===== src/rtl/swervolf_sseg_pkg.sv =====
// rtl/swervolf_sseg_pkg.sv - shared types and constants for the seven-segment scanner
package swervolf_sseg_pkg;

  typedef enum logic {
    ST_BLANK  = 1'b0,
    ST_ACTIVE = 1'b1
  } state_t;

  // Segment bit positions inside a 7-bit glyph
  localparam int SEG_A = 0;
  localparam int SEG_B = 1;
  localparam int SEG_C = 2;
  localparam int SEG_D = 3;
  localparam int SEG_E = 4;
  localparam int SEG_F = 5;
  localparam int SEG_G = 6;

  // Hex glyphs in logical polarity (1 = segment lit), b and d lower-case
  localparam logic [15:0][6:0] HEX_TABLE = {
    7'h71, 7'h79, 7'h5E, 7'h39, 7'h7C, 7'h77, 7'h6F, 7'h7F,
    7'h07, 7'h7D, 7'h6D, 7'h66, 7'h4F, 7'h5B, 7'h06, 7'h3F
  };

endpackage


===== src/rtl/swervolf_sseg_if.sv =====
// rtl/swervolf_sseg_if.sv - display data in / scan drive out bundle
interface swervolf_sseg_if;
  logic [15:0] i_data;
  logic [3:0]  i_dp;
  logic [3:0]  i_en;
  logic        i_lzb;
  logic [3:0]  o_an;
  logic [6:0]  o_seg;
  logic        o_dp;

  modport master (
    output i_data, i_dp, i_en, i_lzb,
    input  o_an, o_seg, o_dp
  );

  modport slave (
    input  i_data, i_dp, i_en, i_lzb,
    output o_an, o_seg, o_dp
  );
endinterface


===== src/rtl/swervolf_sseg_hex_decode.sv =====
// rtl/swervolf_sseg_hex_decode.sv - combinational hex nibble to segment glyph
module sseg_hex_decode
  import swervolf_sseg_pkg::*;
(
  input  logic [3:0] nibble,
  output logic [6:0] seg
);

  assign seg = HEX_TABLE[nibble];

endmodule


===== src/rtl/swervolf_sseg.sv =====
// rtl/swervolf_sseg.sv - four-digit multiplexed seven-segment scanner
module swervolf_sseg
  import swervolf_sseg_pkg::*;
#(
  parameter int CLK_FREQ_HZ  = 25_000_000,
  parameter int DIGIT_HZ     = 1000,
  parameter int BLANK_CYCLES = 4,
  parameter int ACTIVE_LOW   = 1
) (
  input logic             clk,
  input logic             rst,
  swervolf_sseg_if.slave  bus
);

  localparam int DIV = CLK_FREQ_HZ / DIGIT_HZ;
  localparam int CW  = (DIV > 1) ? $clog2(DIV) : 1;

  if (DIV <= BLANK_CYCLES + 1) begin : g_bad_div
    $error("swervolf_sseg: DIV must exceed BLANK_CYCLES + 1");
  end

  logic [CW-1:0] cnt;
  logic [CW-1:0] cnt_next;
  logic          wrap;
  logic [1:0]    idx;
  state_t        state;

  logic [15:0]   sh_data;
  logic [3:0]    sh_dp;
  logic [3:0]    sh_en;
  logic          sh_lzb;

  logic [3:0]    nib;
  logic [6:0]    glyph;
  logic          lz_blank;
  logic          lit;

  logic [3:0]    an_r;
  logic [6:0]    seg_r;
  logic          dp_r;

  assign wrap     = (cnt == CW'(DIV - 1));
  assign cnt_next = wrap ? '0 : cnt + 1'b1;

  // Prescaler, digit index, scan state and per-frame shadow capture
  always_ff @(posedge clk) begin
    if (rst) begin
      cnt     <= '0;
      idx     <= 2'd0;
      state   <= ST_BLANK;
      sh_data <= '0;
      sh_dp   <= '0;
      sh_en   <= '0;
      sh_lzb  <= 1'b0;
    end else begin
      cnt   <= cnt_next;
      if (wrap) idx <= idx + 2'd1;
      state <= (cnt_next < CW'(BLANK_CYCLES)) ? ST_BLANK : ST_ACTIVE;
      // First clock of the digit-0 slot (also right after reset): still
      // inside the blank window, so the frame never shows a mixed value.
      if (cnt == '0 && idx == 2'd0) begin
        sh_data <= bus.i_data;
        sh_dp   <= bus.i_dp;
        sh_en   <= bus.i_en;
        sh_lzb  <= bus.i_lzb;
      end
    end
  end

  assign nib = sh_data[{idx, 2'b00} +: 4];

  sseg_hex_decode u_decode (
    .nibble (nib),
    .seg    (glyph)
  );

  // Leading-zero blanking: digit n goes dark when nibbles n..3 are all zero
  always_comb begin
    lz_blank = 1'b0;
    case (idx)
      2'd1:    lz_blank = (sh_data[15:4]  == 12'h000);
      2'd2:    lz_blank = (sh_data[15:8]  == 8'h00);
      2'd3:    lz_blank = (sh_data[15:12] == 4'h0);
      default: lz_blank = 1'b0;
    endcase
    lz_blank = lz_blank & sh_lzb;
  end

  assign lit = (state == ST_ACTIVE) && sh_en[idx] && !lz_blank;

  // Output register in logical polarity, one clock behind the scan state
  always_ff @(posedge clk) begin
    if (rst) begin
      an_r  <= 4'h0;
      seg_r <= 7'h00;
      dp_r  <= 1'b0;
    end else begin
      an_r  <= lit ? (4'b0001 << idx) : 4'h0;
      seg_r <= lit ? glyph : 7'h00;
      dp_r  <= lit & sh_dp[idx];
    end
  end

  assign bus.o_an  = (ACTIVE_LOW != 0) ? ~an_r  : an_r;
  assign bus.o_seg = (ACTIVE_LOW != 0) ? ~seg_r : seg_r;
  assign bus.o_dp  = (ACTIVE_LOW != 0) ? ~dp_r  : dp_r;

endmodule

===== src/flat_wrapper.sv =====
// flat-port wrapper written by rule: the top's interface ports become plain ports
module swervolf_sseg_flat import swervolf_sseg_pkg::*;
#(
  parameter int CLK_FREQ_HZ  = 25_000_000,
  parameter int DIGIT_HZ     = 1000,
  parameter int BLANK_CYCLES = 4,
  parameter int ACTIVE_LOW   = 1
)
  (clk, rst, bus_i_data, bus_i_dp, bus_i_en, bus_i_lzb, bus_o_an, bus_o_seg, bus_o_dp);
  swervolf_sseg_if bus_i ();
  input logic clk;
  input logic rst;
  input wire logic [$bits(bus_i.i_data)-1:0] bus_i_data;
  input wire logic [$bits(bus_i.i_dp)-1:0] bus_i_dp;
  input wire logic [$bits(bus_i.i_en)-1:0] bus_i_en;
  input wire logic [$bits(bus_i.i_lzb)-1:0] bus_i_lzb;
  output wire logic [$bits(bus_i.o_an)-1:0] bus_o_an;
  output wire logic [$bits(bus_i.o_seg)-1:0] bus_o_seg;
  output wire logic [$bits(bus_i.o_dp)-1:0] bus_o_dp;
  assign bus_i.i_data = bus_i_data;
  assign bus_i.i_dp = bus_i_dp;
  assign bus_i.i_en = bus_i_en;
  assign bus_i.i_lzb = bus_i_lzb;
  assign bus_o_an = bus_i.o_an;
  assign bus_o_seg = bus_i.o_seg;
  assign bus_o_dp = bus_i.o_dp;
  swervolf_sseg #(.CLK_FREQ_HZ(CLK_FREQ_HZ), .DIGIT_HZ(DIGIT_HZ), .BLANK_CYCLES(BLANK_CYCLES), .ACTIVE_LOW(ACTIVE_LOW)) u_core (.clk(clk), .rst(rst), .bus(bus_i));
endmodule

===== config.mk =====
export PLATFORM = sky130hd
export DESIGN_NAME = swervolf_sseg_flat
export DESIGN_NICKNAME = d
export VERILOG_FILES = /design/src/rtl/swervolf_sseg_pkg.sv /design/src/rtl/swervolf_sseg_if.sv /design/src/rtl/swervolf_sseg_hex_decode.sv /design/src/rtl/swervolf_sseg.sv /design/src/flat_wrapper.sv
export SDC_FILE = /design/constraint.sdc
export NUM_CORES = 1
export LEC_CHECK = 0
export BUFFER_PORTS_ARGS = -buffer_cell sky130_fd_sc_hd__buf_4
export CORE_MARGIN = 3
export CORE_UTILIZATION = 40
export CTS_BUF_LIST = sky130_fd_sc_hd__clkbuf_8
export CTS_CLUSTER_SIZE = 10
export DETAILED_ROUTE_END_ITERATION = 6
export PLACE_DENSITY = 0.6
export SYNTH_ARGS = -nofsm -noshare
export SYNTH_HDL_FRONTEND = slang
export SYNTH_SLANG_ARGS = --single-unit

===== constraint.sdc =====
create_clock -name clk -period 2.6 [get_ports clk]
set_input_delay 0.52 -clock clk [delete_from_list [all_inputs] [get_ports clk]]
set_output_delay 0.52 -clock clk [all_outputs]
set_load 0.02 [all_outputs]

# ---- After elaboration in Yosys (flattened, before gate mapping)
# Memory sizes are Yosys's and may differ from the RTL's. A register that Yosys moved wholly into a read port is not among the register bits.
# Index checks and enable logic that the tools add are counted.
dict set report totals {
  regBits 48
  romBits 112
  in_bits 27
  out_inout_bits 12
  wordCells 43
  mem_count 1
}
# memory words width read_ports rd_ports_with_merged_regs wr line
set mem_list {}
lappend mem_list {{(name not given)} 16 7 1 1 0 swervolf_sseg_hex_decode.sv:9} ;# assign seg = HEX_TABLE[nibble];
dict set report classes {
  addsub 2
  order_cmp 2
  n_eq_ne 4
  shifts 2
  mux 7
  n_bitwise 6
  reduce_logical 10
}
# cell count
set op_table {}
lappend op_table {{$shiftx A16 B5 Y4} 1}
lappend op_table {{$add A15 B1 Y15 const B} 1}
lappend op_table {{$eq A15 B15 Y1 const B} 1}
lappend op_table {{$logic_not A15 Y1} 1}
lappend op_table {{$lt A15 B3 Y1 const B} 1}
lappend op_table {{$mux W15} 1}
lappend op_table {{$logic_not A12 Y1} 1}
lappend op_table {{$logic_not A8 Y1} 1}
lappend op_table {{$not A7 Y7} 1}
lappend op_table {{$bmux W1 S2} 2}
lappend op_table {{$eq A2 B2 Y1 const B} 2}
lappend op_table {{$logic_not A4 Y1} 1}
lappend op_table {{$not A4 Y4} 1}
lappend op_table {{$shl A1 B2 Y4 const A} 1}
lappend op_table {{$logic_and A1 B1 Y1} 3}
lappend op_table {{$lt A2 B3 Y1 const B} 1}
lappend op_table {{$mux W1} 3}
lappend op_table {{$pmux W1 S3} 1}
lappend op_table {{$add A2 B1 Y2 const B} 1}
lappend op_table {{$and A1 B1 Y1} 2}
lappend op_table {{$eq A2 B1 Y1 const B} 1}
lappend op_table {{$logic_not A2 Y1} 1}
lappend op_table {{$not A1 Y1} 2}
lappend op_table {{$reduce_or A2 Y1} 1}
lappend op_table {{$logic_not A1 Y1} 1}

# ---- Logic depth before layout (Yosys ltp)
# Gate-level depths: netlist of run 1.
dict set report logic_depth {
  word_depth 7
  mapped_depth 9
  mapped_depth_nobuf 7
}

# ---- By module
# From an unflattened synthesis of run 1, not the netlist that was laid out.
dict set report hier_totals {
  hier_cells 297
  hier_area_um2 2849.0
}
# mod n_inst cells_each area_per_inst_um2 seq_area_each_um2
set by_module_without_submodules {}
lappend by_module_without_submodules {swervolf_sseg 1 264 2561.2 1101.1}
lappend by_module_without_submodules {sseg_hex_decode 1 33 287.8 0.0}

# ---- Least setup slack after synthesis of run 1
# No wires, ideal clock.
dict set report synth_path {
  path_kind {reg-to-reg}
  from {register u_core.idx[0]}
  to {register u_core.seg_r[3]}
  setup_time_ns 0.063
  t_arrival_ns 1.971
  t_required_ns 2.537
  path_slack_ns 0.566
  path_stages_with_launch 8
  path_buffers 1
  period_less_slack_ns 2.034
  cell_sequence {dfxtp_1 -> buf_6 -> mux4_1 -> inv_1 -> ha_1 -> inv_1 -> mux4_2 -> nor2_2}
}
dict set report synth_via {
  elab_chain_len 7
  word_cells_on_any_way 13
  cone_classes {eq/ne (3); shift (1); mux (3); bitwise (2); reduce/logical (4)}
}
# item line
set synth_lines {}
lappend synth_lines {{start, declared} swervolf_sseg.sv:25} ;# logic [1:0] idx;
lappend synth_lines {{start signal, assigned} swervolf_sseg.sv:57} ;# if (wrap) idx <= idx + 2'd1;
lappend synth_lines {{$eq A2 B2 Y1 / $eq A2 B1 Y1 (equally long branches)} swervolf_sseg.sv:80} ;# case (idx)
lappend synth_lines {{$pmux W1 S3} swervolf_sseg.sv:80}
lappend synth_lines {{$and A1 B1 Y1} swervolf_sseg.sv:86} ;# lz_blank = lz_blank & sh_lzb;
lappend synth_lines {{$logic_not A1 Y1} swervolf_sseg.sv:89} ;# assign lit = (state == ST_ACTIVE) && sh_en[idx] && !lz_blank;
lappend synth_lines {{$logic_and A1 B1 Y1} swervolf_sseg.sv:89}
lappend synth_lines {{$not A1 Y1 (no source line)} -}
lappend synth_lines {{$reduce_or A2 Y1 (no source line)} -}
lappend synth_lines {{end, declared} swervolf_sseg.sv:39} ;# logic [6:0] seg_r;
# Several ways; a longest one is shown, not always the timed one. The select of a mux whose other input is x is not followed.
# A chain may end at the register's enable or synchronous reset.

# ---- Worst setup path after layout of run 1
# Ends and elaborated chain as after synthesis.

==> out/results.tsv, run 1 <==
metric	value	unit
Root Driver	clkbuf_8	
H-tree depth	2	
critical path type	flip-flop to flip-flop	
io pins	39	
ys async rst share	0	%
DRC	0	
Period minus WS final	2.15	ns
Worst Path Max Fanout	5	
VDD IR max	0.337	mV
layout cells sized above 1	17.4	%
Clk pin slew, worst setup/hold paths	0.11	ns
most common cell in the netlist	nand2_1	
post-synthesis sequential area ratio	40.3	%
Psw	0.471	mW
post-CTS setup buffer count	0	
nets@finish	396	
XOR/XNOR Fraction of Synth Area	4.49	%
clock buffer depth	2	
drt wl/cell	13.3	um
Fin Setup TNS	0	ns
first-pass GRT wire length	9670	um
TritonCTS clock tree	done	
Skew-Pair Late Insertion Delay	0.31	ns
vias in the first global route	2047	
number of flops mapped to enable cells by yosys	0	
vias	2221	
register share of total power	55.3	%
syn_nets	365	
Yosys top cell area share	40.3	%
Startpoint Class	flip-flop	
hold_ws	0.444	ns
Leakage	1.23	nW
Routed Antenna Nets	0	
Die Wd	88.6	um
CORE AREA	6490	sq um
DP HPWL	4090	um
top post-synthesis cells by area	dfxtp_1 40%, nand2_1 8.0%, ha_1 6.4%	
largest net degree at the start of global routing	33	
crit share post-route	82.6	%
Main synth FF type	dfxtp_1	
largest family of logic cells by synthesized area	simple AND/OR/NAND/NOR gates	
arrival time worst endpoint	2.41	ns
post-synthesis mux area share	7.28	%
post-synth top area cell	dfxtp_1	
Setup-failing EPs final	0	
max_cap viols	0	
CTS Buf Count	5	
GR Overflow Total	0	
RSZ-0062 raised after global routing	false	
syn_area_per_cell	8.43	sq um
Initial Utilization	42.1	%
Post-Synth Simple-Gate Area	22.9	%
Crit path required time	2.86	ns
Internal Power	1.19	mW
max-slew violation count	0	
Synth-to-Final Area Change	15.6	%
die height	88.6	um
PortBufs	38	
Setup crit end kind	flip-flop	
post-CTS sizing	0	
measured slew at the worst slew-check pin	0.438	ns
First-pass DRT Iterations	4	
Peak Freq	466	MHz
die area	7860	sq um
Final Hold Viols	0	
run status	finished clean	
register bit count reported by yosys	55	
Routed WL	5770	um
Power Dens Cells	528	nW/um^2
top cells by count, synth	58 x nand2_1, 55 x dfxtp_1, 28 x nor2_1	
Ys Warns	0	
Slew HR	70.7	%
combinational cell fraction of total power	14.8	%
Compound-Gate Fraction of Synth Area	11.2	%
First DRT Iteration DRCs	164	
gr usage total	15.5	%
clock share of power	29.9	%
Synth Instances	324	
min-delay worst type	input port to flip-flop	
row cnt	29	
Post-CTS Hold Buffers	0	
Final Wtd Congestion	0.870	
Final Skew	0.0103	ns
Inserted Diodes	0	
Netlist cell types	46	
initial antenna violation count	0	
CTS Sinks	55	
vias per cell	5.13	
Switching Share	28.3	%
Mapped Area	2730	sq um
Post-Synth Adder-Cell Area	6.41	%
worst paths after layout:
kind,cells past startpoint,startpoint,slack [ns],endpoint
hold reg to reg,2,u_core.sh_dp[3],0.46,u_core.sh_dp[3]
hold / removal,3,bus_i_data[14],0.44,u_core.sh_data[14]
setup reg to reg,6,u_core.idx[0],0.45,u_core.seg_r[3]
setup / recovery,6,u_core.idx[0],0.45,u_core.seg_r[3]
logic make-up after synthesis:
kind of cell             Yosys count
AO/OA/AOI/OAI                     50
multiplexers                      10
flip-flops                        55
adder cells (fa/ha/maj)           14
buffers and inverters             47
AND/OR/NAND/NOR                  134
XOR/XNOR                          14
sequential cells by signal (all words and copies together), names as in the netlist:
signal          cells
u_core.sh_dp        4
u_core.dp_r         1
u_core.sh_lzb       1
u_core.cnt         15
u_core.sh_data     16
u_core.state        1
u_core.seg_r        7
u_core.sh_en        4
u_core.an_r         4
u_core.idx          2
critical path: stages, from the launching register on:
cell and delay (ns):
dfxtp_1 0.49, mux4_1 0.71, inv_1 0.17, ha_1 0.15, inv_1 0.05, mux4_2 0.45
nor2_2 0.08
metrics by stage:
| stage | instance area [sq um] | worst slack, ns | instances | utilization [%] | power, mW |
|---|---|---|---|---|---|
| after floorplan | 2730 | 0.566 | 324 | - | 1.10 |
| after global placement | 3060 | 0.549 | 425 | 47.2 | 1.19 |
| after detailed placement | 3060 | 0.486 | 425 | 47.2 | 1.19 |
| after CTS | 3160 | 0.457 | 433 | 48.6 | 1.68 |
| after global routing | 3160 | 0.305 | 433 | 48.6 | 1.75 |
| final | 3160 | 0.452 | 433 | 48.6 | 1.67 |
placed cells by master (no fill, tap or decap), types with 2 or more instances in the layout:
| master | instances |
|---|---|
| nand2_1 | 58 |
| dfxtp_1 | 55 |
| buf_4 | 46 |
| nor2_1 | 28 |
| a21oi_1 | 27 |
| inv_1 | 25 |
| ha_1 | 14 |
| nor3_1 | 11 |
| xnor2_1 | 11 |
| nor4_1 | 10 |
| nand3_1 | 7 |
| clkbuf_8 | 5 |
| mux4_2 | 4 |
| nand4_1 | 4 |
| o21ai_0 | 4 |
| o22ai_1 | 4 |
| mux4_1 | 3 |
| xor2_1 | 3 |
| a221oi_1 | 3 |
| mux2i_1 | 3 |
| nand3b_1 | 2 |
| and3_1 | 2 |
| a31oi_1 | 2 |
| nand2b_1 | 2 |
area by class of cell:
| class | instances | area [sq um] |
|---|---|---|
| clock buffer | 5 | 68.8 |
| clock inverter | 3 | 23.8 |
| fill | 644 | 3340 |
| inverter | 25 | 93.8 |
| multi-input combinational | 222 | 1430 |
| sequential | 55 | 1100 |
| tap | 77 | 96.3 |
| timing repair buffer | 46 | 345 |
power groups by stage:
| stage | combinational (mW) | sequential [mW] | clock (mW) |
|---|---|---|---|
| finish | 0.247 | 0.921 | 0.498 |
| global route | 0.280 | 0.928 | 0.544 |
| CTS | 0.250 | 0.920 | 0.511 |
| detailed placement | 0.250 | 0.939 | 0 |
| global placement | 0.247 | 0.940 | 0 |
| floorplan | 0.178 | 0.925 | 0 |
routing by layer:
layer  up-vias  GRT usage, %  share of wire (%)
met5         -             0                  0
met4         0          4.26               0.69
met3         2          3.54                4.1
met2        44          21.7                 41
met1      1017          23.7                 54
li1       1158             -                  -
Note: power is estimated with default switching activity, not from simulation.
==> inputs of run 2 (changes only) <==
--- a/config.mk
+++ b/config.mk
@@ -5,13 +5,14 @@
 export SDC_FILE = /design/constraint.sdc
 export NUM_CORES = 1
 export LEC_CHECK = 0
+export ABC_AREA = 1
 export BUFFER_PORTS_ARGS = -buffer_cell sky130_fd_sc_hd__buf_4
 export CORE_MARGIN = 3
 export CORE_UTILIZATION = 40
 export CTS_BUF_LIST = sky130_fd_sc_hd__clkbuf_8
 export CTS_CLUSTER_SIZE = 10
 export DETAILED_ROUTE_END_ITERATION = 6
-export PLACE_DENSITY = 0.6
+export PLACE_DENSITY = 0.62
 export SYNTH_ARGS = -nofsm -noshare
 export SYNTH_HDL_FRONTEND = slang
 export SYNTH_SLANG_ARGS = --single-unit
==> constraint.sdc (replaced) <==
create_clock -name clk -period 1.8 [get_ports clk]
set_input_delay 0.36 -clock clk [delete_from_list [all_inputs] [get_ports clk]]
set_output_delay 0.36 -clock clk [all_outputs]
set_load 0.02 [all_outputs]
==> run 2 against run 1 <==
Against the previous run: first-iteration DRC count shrank 35%; maximum frequency grew 28%; register-to-register slack lost 0.33 ns; sequential share of layout area shrank 2.4 points.
==> out/results.tsv, run 2 <==
metric	value	unit
Synth-to-Final Area Change	20.2	%
DRC	0	
Internal Power	1.76	mW
Slew HR	81.0	%
drt wl/cell	11.7	um
most common cell in the netlist	nand2_1	
CTS Buf Count	5	
largest net degree at the start of global routing	26	
max_cap viols	0	
R2R Path End	u_core.sh_en[3]	
Setup-failing EPs final	0	
clock buffer depth	2	
vias per cell	4.77	
Root Driver	clkbuf_8	
TritonCTS clock tree	done	
Main synth FF type	dfxtp_1	
First DRT Iteration DRCs	106	
combinational cell fraction of total power	18.8	%
Final Wtd Congestion	0.891	
measured slew at the worst slew-check pin	0.283	ns
initial antenna violation count	0	
Synth Instances	396	
Cells on Worst Hold Path	3	
post-synthesis sequential area ratio	38.8	%
io pins	39	
Yosys top cell area share	38.8	%
number of flops mapped to enable cells by yosys	0	
Startpoint Class	flip-flop	
row cnt	30	
Switching Share	29.0	%
Placed Cells	531	
die area	8140	sq um
crit share post-route	93.1	%
DP HPWL	4870	um
critical path type	flip-flop to flip-flop	
top cells by count, synth	69 x nand2_1, 55 x dfxtp_1, 49 x inv_1	
biggest registers after layout	u_core.sh_data x16, u_core.cnt x15, u_core.seg_r x7	
CTS Sinks	55	
Worst Path Max Fanout	13	
min-delay worst type	input port to flip-flop	
R2R cell count	8	
vias	2574	
vias in the first global route	2405	
CORE AREA	6830	sq um
Psw	0.719	mW
First-pass DRT Iterations	4	
hold_ws	0.279	ns
Routed WL	6310	um
Hold EP	u_core.sh_dp[3]	
Reg with most FFs	u_core.sh_data	
Period minus WS final	1.68	ns
Leakage	1.47	nW
max-slew violation count	0	
Power Total	2.48	mW
Clk pin slew, worst setup/hold paths	0.09	ns
gr usage total	16.3	%
syn_nets	437	
run status	finished clean	
Peak Freq	597	MHz
layout cells sized above 1	21.8	%
VDD IR max	0.374	mV
ys async rst share	0	%
Mapped Area	2840	sq um
RSZ-0062 raised after global routing	true	
GR Overflow Total	0	
register share of total power	54.4	%
hold wc startpoint	bus_i_dp[3]	
Routed Antenna Nets	0	
H-tree depth	2	
nets@finish	484	
Final Hold Viols	0	
syn_area_per_cell	7.17	sq um
Crit path required time	2.05	ns
arrival time worst endpoint	1.92	ns
Inserted Diodes	0	
Setup crit end kind	flip-flop	
fin cells	540	
first-pass GRT wire length	10900	um
PortBufs	38	
Final Skew	0.00938	ns
most frequent cells in the layout	68 x nand2_1, 54 x buf_4, 52 x dfxtp_1	
die height	90.2	um
Skew-Pair Late Insertion Delay	0.31	ns
register bit count reported by yosys	55	
Netlist cell types	32	
commonest non-fill, non-tap cell in the layout	nand2_1	
Ys Warns	0	
worst r2r src	u_core.idx[1]	
r2r setup slk	0.12	ns
clock share of power	26.8	%
max reg flops	16	
fill cell count	715	
Die Wd	90.2	um
Power Dens Cells	727	nW/um^2
post-synth top area cell	dfxtp_1	
top post-synthesis cells by area	dfxtp_1 39%, nand2_1 9.1%, a21oi_1 6.9%	
Initial Utilization	41.5	%
-- run 2: changes by cell type after synthesis, sizes merged, moves of 3 or more --
cell	delta
a21oi	+19
a221oi	-3
clkbuf	-8
inv	+29
mux2i	-3
mux4	-7
nand2	+14
nand3	+14
nor2	+23
nor3	-6
nor4	-10
o21ai	+38
o22ai	-4
xnor2	-9
-- run 2: power by group through the flow --
stage / Clock (mW) / Combinational (mW) / Sequential (mW)
detailed placement: 0 / 0.451 / 1.38
CTS: 0.696 / 0.452 / 1.35
global route: 0.753 / 0.533 / 1.36
floorplan: 0 / 0.309 / 1.36
global placement: 0 / 0.441 / 1.37
finish: 0.664 / 0.465 / 1.35
-- run 2: what timing repair did --
item,CTS,global route
pin swaps,0,2
hold buffers,0,0
gates resized for setup,1,12
endpoints found under the setup margin,2,27
setup buffers,0,1
-- run 2: routing by layer --
layer / routed length [um] / share of wire (%) / vias up / global-route usage (%)
met5: 0 / 0 / - / 0
met3: 287 / 4.5 / 7 / 3.51
met1: 3150 / 50 / 1142 / 21.8
met2: 2790 / 44 / 54 / 26.2
met4: 78 / 1.2 / 0 / 5.10
li1: - / - / 1371 / -
-- run 2: through the flow --
stage | setup TNS (ns) | cell area, sq um | setup WS (ns) | util [%]
2_1_floorplan | 0 | 2840 | 0.0105 | -
3_3_place_gp | 0 | 3280 | 0.0973 | 48.0
3_5_place_dp | 0 | 3280 | 0.0266 | 48.0
4_1_cts | 0 | 3370 | 0.0286 | 49.3
5_1_grt | -0.0209 | 3410 | -0.0179 | 49.9
6_report | 0 | 3410 | 0.124 | 49.9
-- run 2: worst max path at each step --
stage,startpoint,to,slack [ns],cells after the start
4_1_cts,u_core.idx[0],u_core.seg_r[3],0.03,8
3_5_place_dp,u_core.idx[1],u_core.seg_r[3],0.03,10
3_3_place_gp,u_core.idx[0],u_core.seg_r[3],0.1,8
5_1_grt,u_core.idx[1],u_core.sh_data[11],-0.02,8
2_1_floorplan,u_core.idx[0],u_core.seg_r[3],0.01,10
6_report,u_core.idx[1],u_core.sh_en[3],0.12,8
-- run 2: critical path: stages, from the launching register on --
cell	delay (ns)
dfxtp_4	0.37
inv_4	0.11
buf_4	0.16
ha_2	0.19
inv_1	0.07
nor4_4	0.27
nand2_1	0.13
buf_6	0.17
a21oi_1	0.14
-- run 2: cell families after synthesis --
kind of cell	share of synthesized area (%)
AO/OA/AOI/OAI	17.8
XOR/XNOR	1.23
buffers and inverters	10.8
AND/OR/NAND/NOR	25.2
flip-flops	38.8
adder cells (fa/ha/maj)	6.17
-- run 2: final cells by class --
| type | instances | area (sq um) | area share (%) |
|---|---|---|---|
| multi-input combinational | 271 | 1460 | 42.7 |
| timing repair buffer | 56 | 437 | 12.8 |
| clock inverter | 3 | 16.3 | 0.477 |
| sequential | 55 | 1110 | 32.5 |
| tap | 96 | 120 | 3.52 |
| inverter | 54 | 205 | 6.01 |
| clock buffer | 5 | 68.8 | 2.02 |
